[config.mk]
export PLATFORM = sky130hd
export DESIGN_NAME = hilo_issue
export DESIGN_NICKNAME = d
export VERILOG_FILES = /design/src/rtl/hilo_issue.sv
export SDC_FILE = /design/constraint.sdc
export NUM_CORES = 1
export LEC_CHECK = 0
export CORE_MARGIN = 8
export CORE_UTILIZATION = 30
export DETAILED_ROUTE_END_ITERATION = 16
export MAX_ROUTING_LAYER = met4
export PLACE_DENSITY = 0.73
export SYNTH_ARGS = -nofsm -noshare
export SYNTH_HDL_FRONTEND = slang
export SYNTH_SLANG_ARGS = --single-unit
[constraint.sdc]
create_clock -name clk -period 5.05 [get_ports clk]
set_input_delay 1.01 -clock clk [delete_from_list [all_inputs] [get_ports clk]]
set_output_delay 1.01 -clock clk [all_outputs]
set_load 0.005 [all_outputs]
[src/rtl/hilo_issue.sv]
// ============================================================================
// hilo_issue
// ----------------------------------------------------------------------------
// Pipeline-side initiator for the multi-cycle div_mul unit. Owns the
// architectural HI/LO registers. It does the following:
//   * captures MUL/DIV/MADD/MSUB from EX
//   * launches div_mul with registered operands that stay stable until the
//     result is written back
//   * commits the result to HI/LO on dm_write
//   * serves MTHI/MTLO/MFHI/MFLO
//   * stalls EX when a HI/LO op meets an operation that is still in flight
//
// Optional feature (macro HILO_FORWARD_EN):
//   When defined, an MF in the dm_write cycle reads dm_hi_res/dm_lo_res
//   directly and does not stall. MTHI/MTLO in that cycle still stall once.
//   When undefined, an MF in the dm_write cycle stalls one cycle and then
//   reads the committed HI/LO.
//
// Ports
//   clk             clock
//   reset           asynchronous, active-low reset
//   flush           pipeline flush: kills the in-flight op and the EX op
//   ex_valid        EX slot holds a HI/LO op
//   ex_op[2:0]      0 NONE, 1 MUL, 2 DIV, 3 MADD, 4 MSUB, 5 MTHI, 6 MTLO, 7 MF
//   ex_sign         signed operation
//   ex_a, ex_b      rs / rt operands
//   ex_stall        hold EX this cycle (op not accepted)
//   hi_out, lo_out  HI/LO read value for MF
//   dm_mul, dm_div  registered div_mul requests
//   dm_add, dm_sub  registered MADD / MSUB selects
//   dm_sign         registered signedness to div_mul
//   dm_a, dm_b      registered operands to div_mul
//   dm_hi, dm_lo    current HI/LO, used as the accumulator input of div_mul
//   dm_clear        one-cycle abort pulse to div_mul
//   dm_hold_result  tied low
//   dm_hi_res,
//   dm_lo_res       div_mul result
//   dm_write        div_mul result-valid (write_hi_lo)
// ============================================================================
module hilo_issue #(
    parameter int N = 32
) (
    input  logic         clk,
    input  logic         reset,
    input  logic         flush,
    input  logic         ex_valid,
    input  logic [2:0]   ex_op,
    input  logic         ex_sign,
    input  logic [N-1:0] ex_a,
    input  logic [N-1:0] ex_b,
    output logic         ex_stall,
    output logic [N-1:0] hi_out,
    output logic [N-1:0] lo_out,
    output logic         dm_mul,
    output logic         dm_div,
    output logic         dm_add,
    output logic         dm_sub,
    output logic         dm_sign,
    output logic [N-1:0] dm_a,
    output logic [N-1:0] dm_b,
    output logic [N-1:0] dm_hi,
    output logic [N-1:0] dm_lo,
    output logic         dm_clear,
    output logic         dm_hold_result,
    input  logic [N-1:0] dm_hi_res,
    input  logic [N-1:0] dm_lo_res,
    input  logic         dm_write
);

    localparam logic [2:0] OP_NONE = 3'd0;
    localparam logic [2:0] OP_MUL  = 3'd1;
    localparam logic [2:0] OP_DIV  = 3'd2;
    localparam logic [2:0] OP_MADD = 3'd3;
    localparam logic [2:0] OP_MSUB = 3'd4;
    localparam logic [2:0] OP_MTHI = 3'd5;
    localparam logic [2:0] OP_MTLO = 3'd6;
    localparam logic [2:0] OP_MF   = 3'd7;

    typedef enum logic {
        IDLE = 1'b0,
        BUSY = 1'b1
    } state_t;

    state_t       state_reg;
    logic [N-1:0] hi_reg;
    logic [N-1:0] lo_reg;
    logic         mul_reg;
    logic         div_reg;
    logic         add_reg;
    logic         sub_reg;
    logic         sign_reg;
    logic [N-1:0] a_reg;
    logic [N-1:0] b_reg;
    logic         clear_reg;

    // ------------------------------------------------------------------
    // EX-side decode. A flushed EX op is never accepted and never stalls.
    // ------------------------------------------------------------------
    logic op_live;
    logic op_is_hilo;
    logic op_is_arith;
    logic busy;
    logic fwd_hit;

    assign op_live     = ex_valid & ~flush;
    assign op_is_hilo  = (ex_op != OP_NONE);
    assign op_is_arith = (ex_op == OP_MUL) || (ex_op == OP_DIV) ||
                         (ex_op == OP_MADD) || (ex_op == OP_MSUB);
    assign busy        = (state_reg == BUSY);

`ifdef HILO_FORWARD_EN
    // The result arriving this cycle is the value HI/LO hold after the edge,
    // so an MF can take it directly instead of waiting for the commit.
    assign fwd_hit = busy & dm_write & op_live & (ex_op == OP_MF);
`else
    assign fwd_hit = 1'b0;
`endif

    // The stall must act in the same cycle as the EX op, so it is decoded
    // combinationally from the registered state rather than registered.
    assign ex_stall = op_live & op_is_hilo & busy & ~fwd_hit;

    assign hi_out = fwd_hit ? dm_hi_res : hi_reg;
    assign lo_out = fwd_hit ? dm_lo_res : lo_reg;

    // div_mul accumulates from the live HI/LO. Nothing can write HI/LO while
    // BUSY except the commit itself, so these are stable during an operation.
    assign dm_hi          = hi_reg;
    assign dm_lo          = lo_reg;
    assign dm_mul         = mul_reg;
    assign dm_div         = div_reg;
    assign dm_add         = add_reg;
    assign dm_sub         = sub_reg;
    assign dm_sign        = sign_reg;
    assign dm_a           = a_reg;
    assign dm_b           = b_reg;
    assign dm_clear       = clear_reg;
    assign dm_hold_result = 1'b0;

    // ------------------------------------------------------------------
    // Issue FSM. Flush has priority over acceptance and over commit.
    // ------------------------------------------------------------------
    always_ff @(posedge clk or negedge reset) begin
        if (!reset) begin
            state_reg <= IDLE;
            hi_reg    <= '0;
            lo_reg    <= '0;
            mul_reg   <= 1'b0;
            div_reg   <= 1'b0;
            add_reg   <= 1'b0;
            sub_reg   <= 1'b0;
            sign_reg  <= 1'b0;
            a_reg     <= '0;
            b_reg     <= '0;
            clear_reg <= 1'b0;
        end else begin
            clear_reg <= 1'b0;
            if (flush) begin
                if (state_reg == BUSY) begin
                    // Abort div_mul. A result arriving in this same cycle is
                    // dropped, so HI/LO keep their pre-operation values.
                    clear_reg <= 1'b1;
                    mul_reg   <= 1'b0;
                    div_reg   <= 1'b0;
                    add_reg   <= 1'b0;
                    sub_reg   <= 1'b0;
                    state_reg <= IDLE;
                end
            end else begin
                case (state_reg)
                    IDLE: begin
                        if (ex_valid && op_is_arith) begin
                            a_reg     <= ex_a;
                            b_reg     <= ex_b;
                            sign_reg  <= ex_sign;
                            mul_reg   <= (ex_op != OP_DIV);
                            div_reg   <= (ex_op == OP_DIV);
                            add_reg   <= (ex_op == OP_MADD);
                            sub_reg   <= (ex_op == OP_MSUB);
                            state_reg <= BUSY;
                        end else if (ex_valid && (ex_op == OP_MTHI)) begin
                            hi_reg <= ex_a;
                        end else if (ex_valid && (ex_op == OP_MTLO)) begin
                            lo_reg <= ex_a;
                        end
                    end
                    BUSY: begin
                        // Requests stay asserted until the result arrives.
                        // Dropping them at commit gives div_mul at least one
                        // low cycle to return to its wait state, so it does
                        // not relaunch on a stale request.
                        if (dm_write) begin
                            hi_reg    <= dm_hi_res;
                            lo_reg    <= dm_lo_res;
                            mul_reg   <= 1'b0;
                            div_reg   <= 1'b0;
                            add_reg   <= 1'b0;
                            sub_reg   <= 1'b0;
                            state_reg <= IDLE;
                        end
                    end
                    default: state_reg <= IDLE;
                endcase
            end
        end
    end

endmodule

==> impl_summary.txt, run 1 <==
----------------------------------------------------
[Run status]
  Result of the run ... completed

[Worst hold path]
  Count of cells along the worst hold path ... 1
  Startpoint of the tightest hold check path ... dm_a[21]
  Hold-critical path endpoint ... dm_a[21]
  Kind of path behind the tightest hold check ... flip-flop to flip-flop

[Setup path]
  Critical path fanouts, max ... 4
  Critical path arrival ... 2.58 ns
  Type of the worst setup path ... input port to output port
  End of the worst register-to-register path ... dm_a[14]
  Cell count of the worst reg-to-reg path ... 4
  FF-to-FF setup slack ... 2.43 ns
  Kind of end point of the critical path ... output port
  Setup crit start kind ... input port
  Crit path required time ... 4.04 ns
  Worst r2r src ... busy

[CTS]
  Quantity of hold-fixing buffers added after cts ... 0
  Buffers inserted by post-CTS timing repair ... 0
  TritonCTS clock tree ... done
  Number of CTS-inserted buffers ... 17
  CTS clock-pin slew for the worst setup and hold paths ... 0.06 ns
  Root buf cell ... sky130_fd_sc_hd__clkbuf_16
  Post-CTS resize count ... 0
  Number of levels the H-tree was split into ... 4
  CTS Sinks ... 135
  Maximum root-to-sink buffer count ... 2
  Insertion delay to the later sink of the worst-skew pair ... ~0.41 ns

[Synth]
  Syn Inst Count ... 543
  Synthesized-area fraction occupied by and/or/nand/nor cells ... 0.0453
  Number of warning messages in the yosys log ... 0
  Adder-cell share of the synthesized area ... 0
  Async set-or-reset flop fraction in the synthesized netlist ... 1.00
  Mux cell area share after synthesis ... 0.219
  Post-synthesis register bit count ... 135
  Compound-cell area share of the yosys netlist ... 0.0633
  Cell with the most instances after synthesis ... sky130_fd_sc_hd__dfrtp_1
  Mean instance size in the synthesized netlist ... 11.8 um^2
  Main flop type after synthesis ... sky130_fd_sc_hd__dfrtp_1
  Top area cells in the synthesized netlist ... sky130_fd_sc_hd__dfrtp_1 53%, sky130_fd_sc_hd__mux2_2 10%, sky130_fd_sc_hd__mux2i_1 10%, sky130_fd_sc_hd__buf_4 9.0%, sky130_fd_sc_hd__a21oi_1 5.0%
  Mapped Area ... 6400 um^2
  Net Count, Synth ... 680
  Distinct cell type count of the synthesized netlist ... 27
  Sequential element share of the synthesized area ... 0.528
  Xor/xnor share of the synthesized area ... 0
  Cell type contributing the most total cell area after synthesis ... sky130_fd_sc_hd__dfrtp_1
  Most numerous cell types in the synthesized netlist ... 135 x sky130_fd_sc_hd__dfrtp_1, 77 x sky130_fd_sc_hd__buf_4, 65 x sky130_fd_sc_hd__inv_1, 65 x sky130_fd_sc_hd__mux2i_1, 64 x sky130_fd_sc_hd__a21oi_1
  Number of enable flip-flop cells after synthesis ... 0
  Area share of the largest cell type after synthesis ... 0.528
  Combinational family with the most area after synthesis ... multiplexers

[Flow run]
  Max-Cap Viols ... 0

[Floorplan]
  Die boundary width ... 162 um
  Standard-cell rows ... 53
  Die Ht ... 162 um
  Core Footprint ... around 21000 um^2
  Die ar. ... 26300 um^2
  Count of pins on the block boundary ... about 340
  Effective utilization at floorplan ... 0.305

[GRT]
  Antenna violations before repair ... 0
  GRT Overall Usage ... 0.155
  Pin count of the biggest net entering global routing ... 68
  Total global routing overflow ... 0
  Wire length of the first global-routing pass ... 30.7 mm
  Number of global-route vias before repair ... 5377

[Place]
  Post-place instance area ... 9500 um^2
  Final estimated routing congestion in global placement ... 0.785
  HPWL after detailed placement ... 15.4 mm
  Instance count after placement with tap cells included ... approximately 1.1k
  Number of port buffers ... 335

[Timing]
  Max-slew headroom at the worst pin ... 0.419
  Final worst clock skew ... ~0.0068 ns
  Final Max Slew Viols ... 0
  # setup viols final ... 0
  Post-Route Setup TNS ... 0 ns
  Minimum clock period ... 3.59 ns
  Number of failing hold endpoints at the final stage ... 0
  Worst-margin pin slew ... a little under 0.9 ns
  Unrepaired setup endpoints after global routing ... false
  Maximum clock rate ... between 200 and 300 MHz
  Final worst-path cycle share ... 0.711

[Finish]
  Number of antenna diodes ... 0
  Post-layout nets ... 950
  Area Growth Syn to Fin ... 57.4%
  Layout Cells excl Fill ... between 1k and 1.5k
  Design area ... 10100 um^2
  Share of final-layout standard cells stronger than drive strength 1 ... 0.134

[Route]
  Residual antenna-violating net count after detailed routing ... 0
  Routed length per instance ... 18.4 um
  DR vias ... 4822
  DRC ... 0
  DRT iter0 DRCs ... 161
  Detailed-router iteration count before antenna repair ... 5
  Post-Route WL ... 20.3 mm
  Via density per instance ... approximately 4.4

[Power]
  PwrDens ... between 400 and 500 nW/um^2
  Static leakage ... 4.26 nW
  Largest voltage drop on the vdd net ... between 0.2 and 0.25 mV

----------------------------------------------------
## placed cells by master, fill, tap and decap left out
master / netlist / routed
sky130_fd_sc_hd__a21o_1: 1 / 1
sky130_fd_sc_hd__a21oi_1: 64 / 64
sky130_fd_sc_hd__a32o_2: 0 / 2
sky130_fd_sc_hd__and2_1: 1 / 1
sky130_fd_sc_hd__and2b_1: 1 / 1
sky130_fd_sc_hd__and4bb_2: 1 / 1
sky130_fd_sc_hd__buf_4: 77 / 8
sky130_fd_sc_hd__buf_6: 1 / 1
sky130_fd_sc_hd__bufinv_16: 0 / 1
sky130_fd_sc_hd__clkbuf_1: 8 / 1
sky130_fd_sc_hd__clkbuf_16: 0 / 17
sky130_fd_sc_hd__clkbuf_8: 0 / 1
sky130_fd_sc_hd__clkdlybuf4s50_1: 0 / 334
sky130_fd_sc_hd__clkinv_4: 0 / 3
sky130_fd_sc_hd__clkinvlp_4: 0 / 2
sky130_fd_sc_hd__conb_1: 1 / 1
sky130_fd_sc_hd__dfrtp_1: 135 / 134
sky130_fd_sc_hd__dfrtp_4: 0 / 1
sky130_fd_sc_hd__inv_1: 65 / 65
sky130_fd_sc_hd__inv_6: 0 / 5
sky130_fd_sc_hd__inv_8: 0 / 2
sky130_fd_sc_hd__mux2_2: 59 / 59
sky130_fd_sc_hd__mux2_4: 6 / 6
sky130_fd_sc_hd__mux2i_1: 65 / 65
sky130_fd_sc_hd__nand2_1: 5 / 5
sky130_fd_sc_hd__nor2b_1: 35 / 35
sky130_fd_sc_hd__nor3b_1: 1 / 1
sky130_fd_sc_hd__nor3b_4: 1 / 1
sky130_fd_sc_hd__o211a_1: 1 / 1
sky130_fd_sc_hd__o21a_4: 0 / 1
sky130_fd_sc_hd__o21ai_0: 4 / 4
sky130_fd_sc_hd__o21ba_1: 1 / 1
sky130_fd_sc_hd__o311a_1: 1 / 1
## critical path, cell delays in order
cell                              delay (ns)
sky130_fd_sc_hd__clkdlybuf4s50_1        0.54
sky130_fd_sc_hd__nor2b_1                0.32
sky130_fd_sc_hd__o311a_1                0.22
sky130_fd_sc_hd__clkdlybuf4s50_1        0.50
## area by class of cell
type                       count  area, um^2
inverter                      65         244
fill                        1904       10900
multi-input combinational    251        2110
timing repair buffer         343        3410
sequential                   135        3380
clock inverter                13         138
clock buffer                  19         443
tap                          275         344
## where the power goes
group	switching, mW	internal (mW)
registers	0.247	1.40
logic	0.509	1.13
clock network	0.518	0.708
## flip-flops by register name (all words and copies together) (netlist names), 32 cells and up
register and cells:
dm_a 32, dm_b 32, dm_hi 32, dm_lo 32
## logic make-up (layout without fill, tap and decap cells)
group,count (synthesis),count (layout)
buf+inv,157,440
compound gates,75,75
mux,130,130
flops,135,135
simple gates,45,45
other cells,1,1
## metal layers
layer | vias up | global-route usage | share of wire
met3 | 10 | 0.0425 | 0.060
met5 | - | - | 0
met1 | 2340 | 0.176 | 0.42
li1 | 2282 | - | -
met4 | 0 | 0.0408 | 0.0098
met2 | 190 | 0.266 | 0.51
## worst max path at each step
stage,cells past startpoint,endpoint,start
5_1_grt,4,ex_stall,flush
3_3_place_gp,4,ex_stall,flush
6_report,4,ex_stall,flush
3_5_place_dp,4,ex_stall,flush
2_1_floorplan,2,ex_stall,flush
4_1_cts,4,ex_stall,flush
## per-stage QoR
| stage | utilization | total power [mW] | worst slack (ns) | hold WS (ns) |
|---|---|---|---|---|
| finish | 0.479 | 4.51 | 1.46 | 0.504 |
| global route | 0.479 | 4.77 | 1.39 | 0.524 |
| CTS | 0.479 | 4.60 | 1.44 | 0.509 |
| detailed placement | 0.452 | 3.34 | 1.45 | 0.494 |
| global placement | 0.452 | 3.31 | 1.44 | 0.488 |
| floorplan | - | 2.28 | 2.64 | 0.505 |
Power figures use the tool's default switching activity.
==> inputs of run 2 (changes only) <==
--- a/config.mk
+++ b/config.mk
@@ -9,7 +9,7 @@
 export CORE_UTILIZATION = 30
 export DETAILED_ROUTE_END_ITERATION = 16
 export MAX_ROUTING_LAYER = met4
-export PLACE_DENSITY = 0.73
+export PLACE_DENSITY = 0.75
 export SYNTH_ARGS = -nofsm -noshare
 export SYNTH_HDL_FRONTEND = slang
 export SYNTH_SLANG_ARGS = --single-unit
==> constraint.sdc (replaced) <==
create_clock -name clk -period 2.99 [get_ports clk]
set_input_delay 0.598 -clock clk [delete_from_list [all_inputs] [get_ports clk]]
set_output_delay 0.598 -clock clk [all_outputs]
set_load 0.005 [all_outputs]
==> run 2 against run 1 <==
  * Worst hold slack got worse by 0.39 ns
  * Die area did not move
  * Clock skew rose by 0.00061 ns
  * Final area rose by 0.93%
  * Core utilization rose by 0.45 points
  * First-iteration DRC count fell by 7.5%
  * Final cell count rose by 0.18%
  * Sequential cell count did not move
  * Global-route usage barely moved
  * Worst setup slack got worse by 1.2 ns
  * Count of clock-buffer cells in the layout did not move
  * Critical endpoint unchanged
==> impl_summary.txt, run 2 (same netlist as run 1, synthesis figures left out) <==
----------------------------------------------------
[GRT]
  Wire length of the first global-routing pass ... about 31 mm
  Number of global-route vias before repair ... 5332
  GRT Overall Usage ... 0.155
  Total global routing overflow ... 0
  Antenna violations before repair ... 0
  Pin count of the biggest net entering global routing ... 58

[Route]
  DRC ... 0
  Detailed-router iteration count before antenna repair ... 4
  Routed length per instance ... 18.5 um
  DR vias ... 4807
  Via density per instance ... around 4.4
  DRT iter0 DRCs ... 149
  Post-Route WL ... 20.4 mm
  Residual antenna-violating net count after detailed routing ... 0

[Setup path]
  CP cell instances ... clkdlybuf4s50_1 -> nor2b_1 -> o311a_1 -> clkdlybuf4s50_1
  Crit-path leading delay family ... buffers and inverters
  Critical path arrival ... 2.10 ns
  Type of the worst setup path ... input port to output port
  Crit path required time ... 2.39 ns
  Number of buffers and inverters on the critical path ... 2
  Critical path fanouts, max ... 4
  Kind of end point of the critical path ... output port
  CP dominant cell by count ... sky130_fd_sc_hd__clkdlybuf4s50_1
  Delay of the slowest critical-path stage ... 0.50 ns
  Highest-delay cell along the critical path ... sky130_fd_sc_hd__clkdlybuf4s50_1
  Setup crit start kind ... input port

[Timing]
  Minimum clock period ... between 2 and 3 ns
  Max-slew headroom at the worst pin ... 0.615
  Worst-margin pin slew ... 0.578 ns
  Number of failing hold endpoints at the final stage ... 0
  # setup viols final ... 0
  Post-Route Setup TNS ... 0 ns
  Unrepaired setup endpoints after global routing ... false
  Maximum clock rate ... 371 MHz
  Final worst-path cycle share ... 0.902
  Final worst clock skew ... approximately 0.0074 ns
  Final Max Slew Viols ... 0
  Hold WS ... between 0.1 and 0.15 ns

[CTS]
  Number of CTS-inserted buffers ... 17
  Root buf cell ... sky130_fd_sc_hd__clkbuf_16
  CTS Sinks ... about 140
  Maximum root-to-sink buffer count ... 2
  TritonCTS clock tree ... done
  Number of levels the H-tree was split into ... 4
  CTS clock-pin slew for the worst setup and hold paths ... roughly 0.07 ns
  Insertion delay to the later sink of the worst-skew pair ... 0.41 ns
  Quantity of hold-fixing buffers added after cts ... 0
  Post-CTS resize count ... 0
  Buffers inserted by post-CTS timing repair ... 0

[Floorplan]
  Core Footprint ... 21000 um^2
  Standard-cell rows ... 53
  Die Ht ... 162 um
  Count of pins on the block boundary ... ~340
  Die boundary width ... 162 um
  Effective utilization at floorplan ... 0.305
  Die ar. ... 26300 um^2

[Finish]
  Number of antenna diodes ... 0
  Post-layout nets ... 952
  Area Growth Syn to Fin ... 58.9%
  Commonest cells after routing, fill and taps aside ... 334 x sky130_fd_sc_hd__clkdlybuf4s50_1, 134 x sky130_fd_sc_hd__dfrtp_1, 65 x sky130_fd_sc_hd__inv_1, 65 x sky130_fd_sc_hd__mux2i_1, 64 x sky130_fd_sc_hd__a21oi_1
  Most common cell after layout, fill and taps aside ... sky130_fd_sc_hd__clkdlybuf4s50_1
  Share of final-layout standard cells stronger than drive strength 1 ... 0.138
  Design area ... 10200 um^2

[Power]
  Combinational group share of total power ... 0.360
  Fraction of power consumed by sequential logic ... 0.360
  Clock power share ... 0.280
  Switching component of the power ... 2.15 mW
  Switching part of the total ... 0.278
  PwrDens ... 760 nW/um^2
  Static leakage ... roughly 4.3 nW
  Largest voltage drop on the vdd net ... 0.362 mV
  Total power consumption of the routed design ... 7.73 mW
  Int Power ... 5.58 mW

[Place]
  Post-place instance area ... around 9600 um^2
  Final estimated routing congestion in global placement ... 0.800
  Number of port buffers ... 335
  HPWL after detailed placement ... 15.7 mm

[Flow run]
  Max-Cap Viols ... 0

[Worst hold path]
  Kind of path behind the tightest hold check ... input port to asynchronous set/reset pin

[Run status]
  Result of the run ... completed

----------------------------------------------------
[run 2: worst paths after layout]
kind	startpoint	cells after the start	to	slack, ns
hold reg to reg	dm_a[23]	1	dm_a[23]	0.51
hold / removal	reset	1	dm_b[13]	0.11
max in group asynchronous	reset	2	dm_a[18]	2.17
min in group clk	dm_a[23]	1	dm_a[23]	0.51
setup / recovery	flush	4	ex_stall	0.29
setup reg to reg	busy	4	dm_a[9]	1.01
[run 2: final cells by class]
| class | count | area [um^2] |
|---|---|---|
| inverters | 65 | 244 |
| flip-flops and latches | 135 | 3380 |
| repair buffers | 345 | 3480 |
| clock buffers | 19 | 453 |
| clock inverters | 13 | 156 |
| multi-input cells | 251 | 2110 |
| well taps | 275 | 344 |
| fillers | 1916 | 10800 |
[run 2: power groups by stage]
stage	sequential (mW)	clock, mW	combinational, mW
after detailed placement	2.81	0	2.84
after global routing	2.85	2.32	2.99
after floorplan	2.77	0	1.08
after CTS	2.79	2.24	2.85
after global placement	2.79	0	2.80
final	2.78	2.16	2.78
[run 2: per-stage QoR]
step / utilization / setup slack [ns] / instances
floorplan: - / 1.21 / 543
global placement: 0.455 / 0.322 / 1071
detailed placement: 0.455 / 0.318 / 1071
CTS: 0.484 / 0.306 / 1103
global route: 0.484 / 0.225 / 1103
finish: 0.484 / 0.292 / 1103
[run 2: routing by layer]
layer | up-vias | wire length, um | GRT usage
met2 | 195 | 10300 | 0.267
met5 | - | 0 | -
met4 | 0 | 350 | 0.0463
li1 | 2274 | - | -
met1 | 2321 | 8420 | 0.171
met3 | 17 | 1380 | 0.0471
